<file path="src/rtl/issue_scheduler_pkg.sv">
// Shared scheduler definitions: RS geometry, multiplier latency, FU classes.
package sys_defs;
   localparam int RS_SIZE  = 16;
   localparam int RS_IDX_W = $clog2(RS_SIZE);
   localparam int MULT_LAT = 4;
   localparam int FU_NUM   = 5;
   localparam int FU_W     = 3;
   localparam int MCNT_W   = $clog2(MULT_LAT + 1);

   typedef enum logic [FU_W-1:0] {
      FU_ALU    = 3'd0,
      FU_LOAD   = 3'd1,
      FU_STORE  = 3'd2,
      FU_MULT   = 3'd3,
      FU_BRANCH = 3'd4
   } fu_sel_e;

   function automatic logic [RS_IDX_W-1:0] wrap_inc(input logic [RS_IDX_W-1:0] i);
      return (i == RS_IDX_W'(RS_SIZE - 1)) ? '0 : i + 1'b1;
   endfunction
endpackage

</file>
<file path="src/rtl/issue_scheduler_rr_picker.sv">
// rr_picker: first request at or above base (wrapping) wins; one-hot grant plus index.
module rr_picker #(
   parameter int N = 16,
   parameter int W = 4
) (
   input  logic [N-1:0] req,
   input  logic [W-1:0] base,
   output logic [N-1:0] gnt,
   output logic [W-1:0] idx,
   output logic         any
);
   int j;

   always_comb begin
      gnt = '0;
      idx = '0;
      any = 1'b0;
      j   = 0;
      for (int k = 0; k < N; k++) begin
         j = (int'(base) + k) % N;
         if (!any && req[j]) begin
            any    = 1'b1;
            gnt[j] = 1'b1;
            idx    = W'(j);
         end
      end
   end
endmodule

</file>
<file path="src/rtl/issue_scheduler.sv">
// issue_scheduler: picks one ready RS entry per cycle whose FU class is free.
// Optional ISSUE_RR_EN macro switches fixed priority to a rotating pointer.
module issue_scheduler
   import sys_defs::*;
(
   input  logic                          clock,
   input  logic                          reset,
   input  logic [RS_SIZE-1:0]            entry_ready,
   input  logic [RS_SIZE-1:0][FU_W-1:0]  entry_fu,
   input  logic                          issue_stall,
   input  logic                          mem_done,
   input  logic                          squash,
   output logic                          issue_enable,
   output logic [RS_IDX_W-1:0]           issue_index,
   output logic [FU_W-1:0]               issue_fu,
   output logic [FU_NUM-1:0]             free
);
   logic [MCNT_W-1:0]   mult_cnt;
   logic                mem_busy;
   logic [7:0]          free_ext;
   logic [RS_SIZE-1:0]  cand;
   logic [RS_SIZE-1:0]  gnt;
   logic [RS_IDX_W-1:0] pick_idx;
   logic                pick_any;
   logic [RS_IDX_W-1:0] base;
   logic [FU_W-1:0]     pick_fu;
   logic                mult_iss;
   logic                mem_iss;

   assign free = {1'b1, (mult_cnt == '0), ~mem_busy, ~mem_busy, 1'b1};
   // Zero-extended so an out-of-range class code simply reads as not free.
   assign free_ext = {{(8-FU_NUM){1'b0}}, free};

   for (genvar i = 0; i < RS_SIZE; i++) begin : g_cand
      assign cand[i] = entry_ready[i] & free_ext[entry_fu[i]];
   end

   rr_picker #(.N(RS_SIZE), .W(RS_IDX_W)) u_pick (
      .req  (cand),
      .base (base),
      .gnt  (gnt),
      .idx  (pick_idx),
      .any  (pick_any)
   );

   always_comb begin
      pick_fu = '0;
      for (int i = 0; i < RS_SIZE; i++)
         pick_fu = pick_fu | (entry_fu[i] & {FU_W{gnt[i]}});
   end

   assign issue_enable = reset & pick_any & ~issue_stall & ~squash;
   assign issue_index  = issue_enable ? pick_idx : '0;
   assign issue_fu     = issue_enable ? pick_fu  : '0;
   assign mult_iss     = issue_enable && (issue_fu == FU_MULT);
   assign mem_iss      = issue_enable && (issue_fu == FU_LOAD || issue_fu == FU_STORE);

   always_ff @(posedge clock or negedge reset) begin
      if (!reset) begin
         mult_cnt <= '0;
      end else if (squash) begin
         mult_cnt <= '0;
      end else if (mult_iss) begin
         mult_cnt <= MCNT_W'(MULT_LAT);
      end else if (mult_cnt != '0) begin
         mult_cnt <= mult_cnt - 1'b1;
      end
   end

   // A memory issue can only happen while idle, so set and clear never collide.
   always_ff @(posedge clock or negedge reset) begin
      if (!reset) begin
         mem_busy <= 1'b0;
      end else if (mem_iss) begin
         mem_busy <= 1'b1;
      end else if (mem_done && mem_busy) begin
         mem_busy <= 1'b0;
      end
   end

`ifdef ISSUE_RR_EN
   logic [RS_IDX_W-1:0] ptr;

   always_ff @(posedge clock or negedge reset) begin
      if (!reset) begin
         ptr <= '0;
      end else if (issue_enable) begin
         ptr <= wrap_inc(issue_index);
      end
   end

   assign base = ptr;
`else
   assign base = '0;
`endif
endmodule

</file>
<file path="config.mk">
export PLATFORM = sky130hd
export DESIGN_NAME = issue_scheduler
export DESIGN_NICKNAME = d
export VERILOG_FILES = /design/src/rtl/issue_scheduler_pkg.sv /design/src/rtl/issue_scheduler_rr_picker.sv /design/src/rtl/issue_scheduler.sv
export SDC_FILE = /design/constraint.sdc
export NUM_CORES = 1
export LEC_CHECK = 0
export BUFFER_PORTS_ARGS = -buffer_cell sky130_fd_sc_hd__buf_2
export CAP_MARGIN = 40
export CORE_ASPECT_RATIO = 0.5
export CORE_MARGIN = 3
export CORE_UTILIZATION = 49
export DETAILED_ROUTE_END_ITERATION = 16
export PLACE_DENSITY = 0.83
export SKIP_CTS_REPAIR_TIMING = 1
export SLEW_MARGIN = 20
export SYNTH_ARGS = -nofsm -noshare
export SYNTH_HDL_FRONTEND = slang
export SYNTH_SLANG_ARGS = --single-unit
</file>
<file path="constraint.sdc">
create_clock -name clock -period 4.3 [get_ports clock]
set_input_delay 0.86 -clock clock [delete_from_list [all_inputs] [get_ports clock]]
set_output_delay 0.86 -clock clock [all_outputs]
set_load 0.05 [all_outputs]
</file>
# ---- After elaboration in Yosys (flattened, before gate mapping)
# Cells that the tools add are included.
dict set report totals {
  reg_bits 4
  input_bits 69
  out_inout_bits 13
  wordCells 199
}
dict set report classes {
  add_sub_neg 1
  eq_ne 3
  order_cmp 16
  muxes 86
  n_bitwise 53
  n_reduce_logical 38
}
# op n
set op_table {}
lappend op_table {{3-bit by 4-bit less-than comparator with 1-bit output (second input constant)} 16}
lappend op_table {{3-bit AND} 16}
lappend op_table {{1-bit binary-select mux with 3-bit select} 16}
lappend op_table {{3-bit OR} 15}
lappend op_table {{4-bit 2-to-1 mux} 10}
lappend op_table {{1-bit 2-to-1 mux} 36}
lappend op_table {{3-bit 2-to-1 mux} 9}
lappend op_table {{1-bit AND} 19}
lappend op_table {{1-bit logical AND} 18}
lappend op_table {{16-bit 2-to-1 mux} 1}
lappend op_table {{1-bit logical NOT} 15}
lappend op_table {{15-bit 2-to-1 mux} 1}
lappend op_table {{14-bit 2-to-1 mux} 1}
lappend op_table {{13-bit 2-to-1 mux} 1}
lappend op_table {{12-bit 2-to-1 mux} 1}
lappend op_table {{11-bit 2-to-1 mux} 1}
lappend op_table {{10-bit 2-to-1 mux} 1}
lappend op_table {{9-bit 2-to-1 mux} 1}
lappend op_table {{8-bit 2-to-1 mux} 1}
lappend op_table {{7-bit 2-to-1 mux} 1}
lappend op_table {{3-bit by 2-bit equality test with 1-bit output (second input constant)} 2}
lappend op_table {{2-bit 2-to-1 mux} 3}
lappend op_table {{6-bit 2-to-1 mux} 1}
lappend op_table {{3-bit nonzero test} 2}
lappend op_table {{7 further kinds} 9}

# ---- Logic depth before layout (Yosys ltp)
# Gate-level depths: netlist of run 1.
dict set report logic_depth {
  ltp_word 71
  mapped_depth 14
  mapped_depth_nobuf 12
}

# ---- By module
# From an unflattened synthesis of run 1, not the netlist that was laid out.
dict set report hier_totals {
  cells_unflattened 744
  area_unflattened_um2 5256.3
}
# module cells_each seq_area_each_um2 n_inst area_each_um2
set modules_own_cells {}
lappend modules_own_cells {rr_picker 611 0.0 1 4281.6}
lappend modules_own_cells {issue_scheduler 133 100.1 1 974.7}

# ---- Least setup slack after synthesis of run 1
# No wires, ideal clock.
dict set report synth_path {
  path_kind {input to output}
  startpoint {input entry_fu[22] in the netlist's numbering}
  endpoint {output issue_index[1]}
  arrival_ns 3.067
  slack_ns 0.373
  required_ns 3.440
  n_path_buf 0
  path_stages 8
  path_cell_list {and4b_1 > a211oi_1 > a2bb2oi_1 > nand4_2 > or2_4 > nor4b_1 > nor3_1 > nor2_1}
}
dict set report synth_via {
  elab_chain_len 33
  word_cells_on_any_way 42
  classes_between {mux: 21; bitwise: 4; reduce/logical: 17}
}
# element line_no
set synth_rtl {}
lappend synth_rtl {{from (decl)} issue_scheduler.sv:9} ;# input logic [RS_SIZE-1:0][FU_W-1:0] entry_fu,
lappend synth_rtl {{1-bit binary-select mux with 3-bit select (*)} issue_scheduler.sv:35} ;# assign cand[i] = entry_ready[i] & free_ext[entry_fu[i]];
lappend synth_rtl {{1-bit 2-to-1 mux (implied by the code) (*)} issue_scheduler.sv:35}
lappend synth_rtl {{1-bit AND (*)} issue_scheduler.sv:35}
lappend synth_rtl {{1-bit logical AND (*)} issue_scheduler_rr_picker.sv:21} ;# if (!any && req[j]) begin
lappend synth_rtl {{1-bit 2-to-1 mux} issue_scheduler_rr_picker.sv:21}
lappend synth_rtl {{1-bit logical NOT} issue_scheduler_rr_picker.sv:21}
lappend synth_rtl {{1-bit logical AND} issue_scheduler_rr_picker.sv:21}
lappend synth_rtl {{1-bit 2-to-1 mux} issue_scheduler_rr_picker.sv:21}
lappend synth_rtl {{[15 not listed]} -}
lappend synth_rtl {{1-bit logical NOT} issue_scheduler_rr_picker.sv:21}
lappend synth_rtl {{1-bit logical AND} issue_scheduler_rr_picker.sv:21}
lappend synth_rtl {{1-bit 2-to-1 mux} issue_scheduler_rr_picker.sv:21}
lappend synth_rtl {{1-bit logical NOT} issue_scheduler_rr_picker.sv:21}
lappend synth_rtl {{1-bit logical AND} issue_scheduler_rr_picker.sv:21}
lappend synth_rtl {{1-bit 2-to-1 mux} issue_scheduler_rr_picker.sv:21}
lappend synth_rtl {{1-bit AND (3 in series)} issue_scheduler.sv:52} ;# assign issue_enable = reset & pick_any & ~issue_stall & ~squash;
lappend synth_rtl {{4-bit 2-to-1 mux (*)} issue_scheduler.sv:53} ;# assign issue_index = issue_enable ? pick_idx : '0;
lappend synth_rtl {{to (decl)} issue_scheduler.sv:14} ;# output logic [RS_IDX_W-1:0] issue_index,
# Mark *: on every way between the ends. The rest lies on a longest branch, timed or not. The select of a mux whose other input is x is not followed.

# ---- Final worst setup path of run 1
dict set report layout_path {
  startpoint {register mult_cnt[0]}
  endpoint {output issue_fu[2]}
}
dict set report layout_via {
  elab_chain_len 54
  word_cells_on_any_way 146
  classes_between {mux: 65; bitwise: 50; reduce/logical: 31}
}
# element line_no
set layout_rtl {}
lappend layout_rtl {{from (decl)} issue_scheduler.sv:18} ;# logic [MCNT_W-1:0] mult_cnt;
lappend layout_rtl {{from (signal assigned)} issue_scheduler.sv:64} ;# mult_cnt <= MCNT_W'(MULT_LAT);
lappend layout_rtl {{from (signal assigned)} issue_scheduler.sv:66} ;# mult_cnt <= mult_cnt - 1'b1;
lappend layout_rtl {{3-bit logical NOT (*)} issue_scheduler.sv:30} ;# assign free = {1'b1, (mult_cnt == '0), ~mem_busy, ~mem_busy, 1'b1};
lappend layout_rtl {{1-bit binary-select mux with 3-bit select} issue_scheduler.sv:35}
lappend layout_rtl {{1-bit 2-to-1 mux (implied by the code)} issue_scheduler.sv:35}
lappend layout_rtl {{1-bit AND} issue_scheduler.sv:35}
lappend layout_rtl {{1-bit 2-to-1 mux} issue_scheduler_rr_picker.sv:21}
lappend layout_rtl {{1-bit logical NOT} issue_scheduler_rr_picker.sv:21}
lappend layout_rtl {{1-bit logical AND} issue_scheduler_rr_picker.sv:21}
lappend layout_rtl {{1-bit 2-to-1 mux} issue_scheduler_rr_picker.sv:21}
lappend layout_rtl {{[36 not listed]} -}
lappend layout_rtl {{1-bit logical NOT} issue_scheduler_rr_picker.sv:21}
lappend layout_rtl {{1-bit logical AND} issue_scheduler_rr_picker.sv:21}
lappend layout_rtl {{1-bit 2-to-1 mux} issue_scheduler_rr_picker.sv:21}
lappend layout_rtl {{1-bit logical NOT} issue_scheduler_rr_picker.sv:21}
lappend layout_rtl {{1-bit logical AND} issue_scheduler_rr_picker.sv:21}
lappend layout_rtl {{1-bit 2-to-1 mux} issue_scheduler_rr_picker.sv:21}
lappend layout_rtl {{1-bit AND (3 in series)} issue_scheduler.sv:52}
lappend layout_rtl {{3-bit 2-to-1 mux (*)} issue_scheduler.sv:54} ;# assign issue_fu = issue_enable ? pick_fu : '0;
lappend layout_rtl {{to (decl)} issue_scheduler.sv:15} ;# output logic [FU_W-1:0] issue_fu,
# Marked as above.

==> flow_summary_export.csv, run 1 <==
group,metric,value,unit
final_layout,antenna_cells,0,
route,ant_nets,0,
floorplanning,fp.dieW,92.4,um
final_layout,stdcell_area,2320,um^2
power_and_ir_drop,internal-power,0.000339,W
floorplanning,pin_count,82,
route,dr.pass1.iters,9,
yosys,synthDistinctLibCells,67,
critical_path,worst_setup_path_start_kind,"flop",
yosys,ys_seq_area_frac,0.0547,
route,top_layer,"met4",
clocking,htree_levels,1,
yosys,synth_edf_count,0,
yosys,ys.warnings.count,0,
timing,finalMaxSlewViolations,0,
power_and_ir_drop,p_per_area,324,nW/um^2
power_and_ir_drop,switching_share,0.548,
floorplanning,die_h,49.2,um
yosys,synthAdderAreaFrac,0.0137,
route,wl_per_cell,16.8,um
timing,setup_viol,0,
timing,max_freq,0.247,GHz
route,drc_errors,0,
global_routing,grt_overflow,0,
final_layout,final_layout_size_suffix_gt1_frac,0.339,
yosys,synth_mux_area_frac,0.0164,
final_layout,fin_nets,415,
clocking,root_buffer,"clkbuf_8",
power_and_ir_drop,ir_worst_vdd,0.404,mV
route,vias,2541,
status,status,"completed",
clocking,clkLatencyLatePin,0.22,ns
placement,place_area,2250,um^2
route,dr_wl_met3,740,um
clocking,clkTransAtPathRegs,0.03,ns
yosys,netlist_instances,262,
yosys,synth_xor_area_frac,0.00957,
yosys,synth.avg_cell_area,6.99,um^2
critical_path,reg2regPathDepth,13,
critical_path,reg2reg_from,"mult_cnt[0]",
floorplanning,dieArea,4550,um^2
yosys,synth_flop_cell,"dfrtp_1",
critical_path,r2r_end,"mem_busy",
yosys,syn-cell-area,1830,um^2
timing,rsz0062_at_grt,"no",
clocking,cts.sinks,4,
route,wl_met1,2.85,mm
timing,hold_violations,0,
yosys,synth_top_family_by_area,"compound AO/OA/AOI/OAI gates",
yosys,synth-compound-area-share,0.443,
critical_path,ff2ff_setup_slack,1.13,ns
yosys,synth-simple-area-share,0.390,
timing,clock-skew-final,0.00118,ns
flow_run,drv_cap,0,
placement,routabilityCongestion,0.950,
route,finalWirelength,6.54,mm
global_routing,grt_pass1_wl,10.4,mm
floorplanning,num_rows,14,
critical_path,required,3.44,ns
power_and_ir_drop,p_total,0.000751,W
final_layout,finish.utilization,0.708,
power_and_ir_drop,p_sw,0.000412,W
route,first_iter_violations,199,
yosys,synthArstFlopShare,1.00,
floorplanning,initial_core_util,0.559,
global_routing,grt_start_max_net_pins,18,
yosys,ys_ff_latch,4,
global_routing,antenna_found_initial,0,
final_layout,areaGrowthSynthToFinish,26.7,%
clocking,cts-buffers-inserted,3,
global_routing,grt_pass1_vias,2250,
floorplanning,core_area,3280,um^2
timing,setup_tns,0,ns
timing,finalCritPeriodShare,0.941,
critical_path,end_kind,"output port",
critical_path,crit_type,"flop to output port",
power_and_ir_drop,p_seq_frac,0.094,
power_and_ir_drop,clock_power_share,0.104,
critical_path,cp_max_fo,9,
placement,dp_hpwl,5.34,mm
power_and_ir_drop,p_leak,1.03,nW
route,vias_per_cell,6.52,
placement,port_buffers,79,
global_routing,grtUsageTotal,0.276,
critical_path,cp.arrival,3.19,ns
power_and_ir_drop,p_comb_frac,0.802,
final_layout,fill_cells,301,
min_path,hold_class,"input port to asynchronous set/reset pin",
timing,fin_crit,4.05,ns
route,wl_met2,2.93,mm
clocking,cts_tree,"built",
clocking,clk_path_buf_depth,2,
==> placed cells by master (no fill, tap or decap), types with 3 or more instances in the layout <==
master    instances
buf_2            78
nor2_1           29
nand2_1          28
a21oi_1          18
nand4b_1         14
inv_1            11
a211o_1          10
nor3_1            9
o21ai_0           7
nand3_1           7
buf_4             7
a211oi_1          6
nand4_1           6
o221ai_1          6
o31ai_1           5
a21o_1            4
o221ai_2          4
and2_1            4
o21ai_2           3
nor2b_1           3
o22ai_1           3
o211ai_1          3
o21a_1            3
and3_1            3
a31oi_1           3
nand3b_1          3
mux2i_1           3
nor4_1            3
clkbuf_8          3
dfrtp_1           3
==> power groups by stage <==
stage / Sequential (W) / Clock (W) / Combinational, W
after floorplan: 0.0000593 / 0 / 0.000434
after global placement: 0.0000681 / 0 / 0.000565
after detailed placement: 0.0000701 / 0 / 0.000578
after CTS: 0.0000696 / 0.0000803 / 0.000580
after global routing: 0.0000733 / 0.0000841 / 0.000648
final: 0.0000703 / 0.0000785 / 0.000602
==> routing by layer <==
metal	GRT usage	vias up
met4	0.0222	0
met5	0	-
li1	-	1218
met3	0.0370	6
met2	0.444	170
met1	0.404	1147
==> worst max-delay path, stage by stage, from the launching register on <==
cell and delay [ns]:
dfrtp_1 0.35, inv_1 0.07, ha_2 0.24, buf_4 0.20, nand4b_1 0.12, o221ai_2 0.12, a222oi_1 0.38, buf_4 0.19
nand4_2 0.16, or2_4 0.33, a2111oi_2 0.26, nor2_1 0.08, nand4_1 0.11, and2_1 0.13, clkbuf_4 0.22
==> area by class of cell <==
| class | count | area, um^2 | area share |
|---|---|---|---|
| clock buffer | 3 | 41.3 | 0.0178 |
| inverter | 12 | 45.0 | 0.0194 |
| multi-input combinational | 237 | 1620 | 0.699 |
| sequential | 4 | 101 | 0.0437 |
| tap | 48 | 60.1 | 0.0259 |
| timing repair buffer | 86 | 450 | 0.194 |
==> synthesized netlist by cell type, types with 3 or more instances <==
cell,n,area [um^2]
nand4_1,6,37.5
nor3_1,9,45.0
dfrtp_1,4,100
a21o_1,4,30.0
o221ai_1,6,52.6
nand3_1,7,35.0
nand4b_1,14,123
o21ai_0,7,35.0
o31ai_1,5,37.5
nand2_1,28,105
buf_6,4,45.0
o221ai_2,4,60.1
nor2_1,29,109
nor4_1,3,18.8
a211oi_1,7,52.6
nand3b_1,3,22.5
a31oi_1,3,18.8
and3_1,3,18.8
o22ai_1,3,18.8
inv_1,11,41.3
nor2b_1,3,18.8
mux2i_1,3,30.0
buf_4,4,30.0
o21a_1,3,22.5
a21oi_1,18,90.1
o211ai_1,3,22.5
a211o_1,10,87.6
and2_1,4,25.0
==> through the flow <==
step / cells / setup slack [ns] / hold WS (ns)
after detailed placement: 386 / 0.252 / 0.552
after CTS: 389 / 0.0586 / 0.443
after global placement: 386 / 0.384 / 0.518
final: 390 / 0.253 / 0.445
after global routing: 390 / 0.0746 / 0.442
after floorplan: 263 / 0.373 / 0.495
==> state kept, by name (all words and copies together) (netlist names) <==
register and cells:
mult_cnt 3, mem_busy 1
==> how the worst max path moves through the flow <==
stage                 start             end  slack (ns)  cells after the start
6_report        mult_cnt[0]     issue_fu[2]        0.25                     14
5_1_grt         mult_cnt[0]     issue_fu[2]        0.07                     14
4_1_cts         mult_cnt[0]     issue_fu[2]        0.06                     13
3_5_place_dp   entry_fu[21]     issue_fu[2]        0.25                     11
3_3_place_gp   entry_fu[21]     issue_fu[2]        0.38                     11
2_1_floorplan  entry_fu[22]  issue_index[1]        0.37                      8
==> cells by family after synthesis <==
| group | count (synthesis) |
|---|---|
| muxes | 3 |
| and+or+nand+nor | 126 |
| adders and majority gates | 2 |
| DFF | 4 |
| other | 1 |
| AOI/OAI and AO/OA | 102 |
| xor gates and xnor gates | 2 |
| buffers and inverters | 22 |
(Power assumes the default switching activity.)
==> run 2: changes to the inputs <==
CAP_MARGIN = unset   (was 40)
CORE_UTILIZATION = 50   (was 49)
CTS_BUF_LIST = sky130_fd_sc_hd__clkbuf_2   (was unset)
GPL_ROUTABILITY_DRIVEN = 1   (was unset)
PLACE_DENSITY = 0.84   (was 0.83)
==> flow_summary_export.csv, run 2 (synthesized netlist as in run 1, its figures left out) <==
group,metric,value,unit
status,status,"completed",
route,dr.pass1.iters,5,
global_routing,grt_start_max_net_pins,20,
clocking,root_buffer,"clkbuf_2",
floorplanning,dieArea,4470,um^2
route,finalWirelength,6.25,mm
global_routing,antenna_found_initial,0,
timing,clock-skew-final,0.00135,ns
clocking,clkLatencyLatePin,0.20,ns
timing,hold_violations,0,
global_routing,grt_use_met3,0.0339,
final_layout,areaGrowthSynthToFinish,23.0,%
power_and_ir_drop,ir_worst_vdd,0.292,mV
timing,layout_setup_ws,0.207,ns
timing,finalMaxSlewViolations,0,
clocking,htree_levels,1,
critical_path,worst_setup_path_start_kind,"input port",
min_path,hold_class,"input port to asynchronous set/reset pin",
power_and_ir_drop,p_comb_frac,0.834,
global_routing,grt_overflow,0,
power_and_ir_drop,p_leak,0.997,nW
power_and_ir_drop,p_per_area,301,nW/um^2
critical_path,required,3.44,ns
final_layout,fin_nets,411,
final_layout,largest_reg_flops,3,
clocking,cts_tree,"built",
floorplanning,fp.dieW,91.6,um
route,vias_per_cell,6.48,
global_routing,met2_usage,0.404,
critical_path,end_kind,"output port",
global_routing,grtUsageMet1,0.370,
final_layout,fill_cells,296,
flow_run,drv_cap,0,
placement,routabilityCongestion,0.955,
final_layout,layout_commonest_cell,"buf_2",
final_layout,layout_common_cells,"79 x buf_2, 29 x nor2_1, 28 x nand2_1",
clocking,clk_path_buf_depth,2,
timing,setup_viol,0,
critical_path,cp.arrival,3.23,ns
final_layout,multi_input_area,1610,um^2
timing,finalCritPeriodShare,0.952,
floorplanning,die_h,48.8,um
power_and_ir_drop,p_sw,0.000395,W
route,vias,2503,
floorplanning,core_area,3240,um^2
route,first_iter_violations,241,
global_routing,grtUsageTotal,0.258,
power_and_ir_drop,switching_share,0.582,
timing,max_freq,0.244,GHz
final_layout,regMostFlops,"mult_cnt",
clocking,clkTransAtPathRegs,0.04,ns
critical_path,cp_max_fo,8,
power_and_ir_drop,clock_power_share,0.048,
final_layout,antenna_cells,0,
route,wl_per_cell,16.2,um
route,ant_nets,0,
global_routing,grt_pass1_wl,9.74,mm
placement,dp_hpwl,5.00,mm
global_routing,gr-max-usage-layer,"met2",
floorplanning,pin_count,82,
power_and_ir_drop,internal-power,0.000283,W
critical_path,crit_type,"input port to output port",
global_routing,grt_pass1_vias,2137,
timing,rsz0062_at_grt,"no",
floorplanning,num_rows,14,
power_and_ir_drop,p_seq_frac,0.118,
floorplanning,initial_core_util,0.565,
placement,pre_cts_ws,0.227,ns
timing,fin_crit,4.09,ns
timing,setup_tns,0,ns
clocking,cts-buffers-inserted,3,
placement,port_buffers,79,
final_layout,seqCellArea,101,um^2
clocking,cts.sinks,4,
route,drc_errors,0,
final_layout,final_layout_size_suffix_gt1_frac,0.325,
final_layout,largest_registers,"mult_cnt: 3 flops, mem_busy: 1 flops",
## run 2: worst max-delay path: stages
cell and delay, ns:
buf_2 0.14, a211o_1 0.13, o221ai_1 0.16, a221oi_2 0.46, nand4_2 0.28, nor4_1 0.45, nor4_1 0.16, nor2_1 0.27
buf_2 0.33
## run 2: path summary, 6_finish.rpt
kind	from	endpoint	slack, ns	depth (start not counted)
hold reg to reg	mult_cnt[1]	mult_cnt[1]	0.52	1
min in group clock	mult_cnt[1]	mult_cnt[1]	0.52	1
setup / recovery	entry_fu[3]	issue_fu[1]	0.21	9
setup reg to reg	mult_cnt[0]	mem_busy	1.10	12
max in group asynchronous	reset	mem_busy	3.71	1
hold / removal	reset	mult_cnt[2]	0.46	1
## run 2: final cells by class
cell class,instances,share of cell area
multi-input cells,237,0.716
repair buffers,82,0.186
flip-flops and latches,4,0.0450
well taps,48,0.0267
inverters,12,0.0200
clock buffers,3,0.00667
## run 2: per-layer routing
layer | wire length (um) | share of wire | up-vias
li1 | - | - | 1203
met1 | 2830 | 0.45 | 1143
met2 | 2790 | 0.45 | 151
met3 | 592 | 0.095 | 6
met4 | 38 | 0.0061 | 0
met5 | 0 | 0 | -
## run 2: power by group through the flow
| stage | clock (W) | sequential (W) | combinational, W |
|---|---|---|---|
| floorplan | 0 | 0.0000593 | 0.000434 |
| global route | 0.0000403 | 0.0000823 | 0.000610 |
| global placement | 0 | 0.0000789 | 0.000531 |
| finish | 0.0000327 | 0.0000800 | 0.000566 |
| detailed placement | 0 | 0.0000778 | 0.000547 |
| CTS | 0.0000357 | 0.0000789 | 0.000549 |
## run 2: stage by stage
step / hold slack [ns] / power [W] / std cells / cell area, um^2 / utilization
after floorplan: 0.495 / 0.000493 / 263 / 1830 / -
after global placement: 0.518 / 0.000610 / 383 / 2230 / 0.687
after detailed placement: 0.513 / 0.000624 / 383 / 2230 / 0.687
after CTS: 0.443 / 0.000663 / 386 / 2240 / 0.692
after global routing: 0.428 / 0.000732 / 386 / 2250 / 0.695
final: 0.458 / 0.000679 / 386 / 2250 / 0.695
==> run 3: changes to the inputs <==
RECOVER_POWER = 25   (was unset)
==> flow_summary_export.csv, run 3 (synthesized netlist as in run 1, its figures left out) <==
group,metric,value,unit
status,status,"completed",
clocking,cts-buffers-inserted,3,
final_layout,finish.utilization,0.695,
placement,place_area,2230,um^2
route,first_iter_violations,241,
global_routing,grt_start_max_net_pins,20,
timing,setup_viol,0,
power_and_ir_drop,p_sw,0.000395,W
floorplanning,pin_count,82,
critical_path,cpPeakStageDelay,0.46,ns
final_layout,fill_cells,297,
global_routing,grt_pass1_wl,9.74,mm
floorplanning,die_h,48.8,um
power_and_ir_drop,p_seq_frac,0.118,
critical_path,crit_buf_inv,2,
final_layout,regMostFlops,"mult_cnt",
final_layout,areaGrowthSynthToFinish,23.0,%
final_layout,largest_reg_flops,3,
final_layout,antenna_cells,0,
critical_path,path_cells,"buf_2 > a211o_1 > o221ai_1 > a221oi_2 > nand4_2 > nor4_1 > nor4_1 > nor2_1 > buf_2",
route,dr.pass1.iters,5,
critical_path,worstSetupPathDepth,9,
clocking,root_buffer,"clkbuf_2",
clocking,cts_tree,"built",
route,vias_per_cell,6.48,
route,vias,2503,
route,ant_nets,0,
power_and_ir_drop,p_per_area,301,nW/um^2
timing,max_freq,0.244,GHz
global_routing,grt_overflow,0,
critical_path,reg2regPathDepth,12,
floorplanning,num_rows,14,
clocking,clk_path_buf_depth,2,
critical_path,required,3.44,ns
critical_path,cp_max_fo,8,
route,finalWirelength,6.25,mm
power_and_ir_drop,p_comb_frac,0.834,
floorplanning,dieArea,4470,um^2
placement,port_buffers,79,
min_path,hold_class,"input port to asynchronous set/reset pin",
timing,hold_violations,0,
timing,clock-skew-final,0.00135,ns
timing,setup_tns,0,ns
final_layout,layout_commonest_cell,"buf_2",
floorplanning,fp.dieW,91.6,um
critical_path,cp_slowest_cell,"a221oi_2",
timing,holdWs,0.488,ns
timing,finalMaxSlewViolations,0,
flow_run,drv_cap,0,
global_routing,antenna_found_initial,0,
power_and_ir_drop,internal-power,0.000283,W
timing,rsz0062_at_grt,"no",
clocking,clkTransAtPathRegs,0.04,ns
placement,routabilityCongestion,0.955,
power_and_ir_drop,switching_share,0.582,
critical_path,cp.arrival,3.23,ns
final_layout,largest_registers,"mult_cnt: 3 flops, mem_busy: 1 flops",
critical_path,end_kind,"output port",
clocking,clkLatencyLatePin,0.20,ns
critical_path,worst_setup_path_start_kind,"input port",
final_layout,fin_nets,411,
final_layout,layout_common_cells,"78 x buf_2, 29 x nor2_1, 28 x nand2_1",
global_routing,grt_pass1_vias,2137,
power_and_ir_drop,ir_worst_vdd,0.292,mV
critical_path,cp_top_family,"simple AND/OR/NAND/NOR gates",
final_layout,final_layout_size_suffix_gt1_frac,0.322,
clocking,htree_levels,1,
critical_path,crit_type,"input port to output port",
floorplanning,initial_core_util,0.565,
floorplanning,core_area,3240,um^2
timing,fin_crit,4.09,ns
timing,layout_setup_ws,0.206,ns
power_and_ir_drop,clock_power_share,0.048,
clocking,cts.sinks,4,
route,drc_errors,0,
route,wl_per_cell,16.2,um
placement,dp_hpwl,5.00,mm
timing,finalCritPeriodShare,0.952,
power_and_ir_drop,p_leak,0.994,nW
final_layout,stdcell_area,2250,um^2
global_routing,grtUsageTotal,0.258,
placement,pre_cts_ws,0.227,ns
-- run 3: cell types whose count changed in the layout (fill, tap and decap cells not counted) --
cell / change
clkbuf_1: +1
buf_2: -1
-- run 3: path summary, 6_finish.rpt --
check / slack, ns / start / endpoint
setup / recovery: 0.21 / entry_fu[3] / issue_fu[1]
hold reg to reg: 0.52 / mult_cnt[1] / mult_cnt[1]
hold / removal: 0.49 / reset / mult_cnt[2]
max in group asynchronous: 3.60 / reset / mem_busy
min in group clock: 0.52 / mult_cnt[1] / mult_cnt[1]
setup reg to reg: 1.10 / mult_cnt[0] / mem_busy
-- run 3: per-layer routing --
| metal | vias up | global-route usage | part of all wire |
|---|---|---|---|
| met2 | 151 | 0.404 | 0.45 |
| met5 | - | 0 | 0 |
| met1 | 1143 | 0.370 | 0.45 |
| met4 | 0 | 0.0675 | 0.0061 |
| li1 | 1203 | - | - |
| met3 | 6 | 0.0339 | 0.095 |
-- run 3: area by class of cell --
cell class	instances	area, um^2	share of cell area
clock buffer	3	15.0	0.00667
tap	48	60.1	0.0267
sequential	4	101	0.0450
timing repair buffer	82	417	0.185
inverter	12	45.0	0.0200
multi-input combinational	237	1610	0.717
-- run 3: metrics by stage --
step           instances  total power [W]
3_3_place_gp         383         0.000610
3_5_place_dp         383         0.000624
2_1_floorplan        263         0.000493
5_1_grt              386         0.000732
4_1_cts              386         0.000663
6_report             386         0.000679
-- run 3: power groups by stage --
stage	registers [W]	clock network [W]	logic (W)
2_1_floorplan	0.0000593	0	0.000434
3_3_place_gp	0.0000789	0	0.000531
3_5_place_dp	0.0000778	0	0.000547
4_1_cts	0.0000789	0.0000357	0.000549
5_1_grt	0.0000823	0.0000403	0.000610
6_report	0.0000800	0.0000327	0.000566
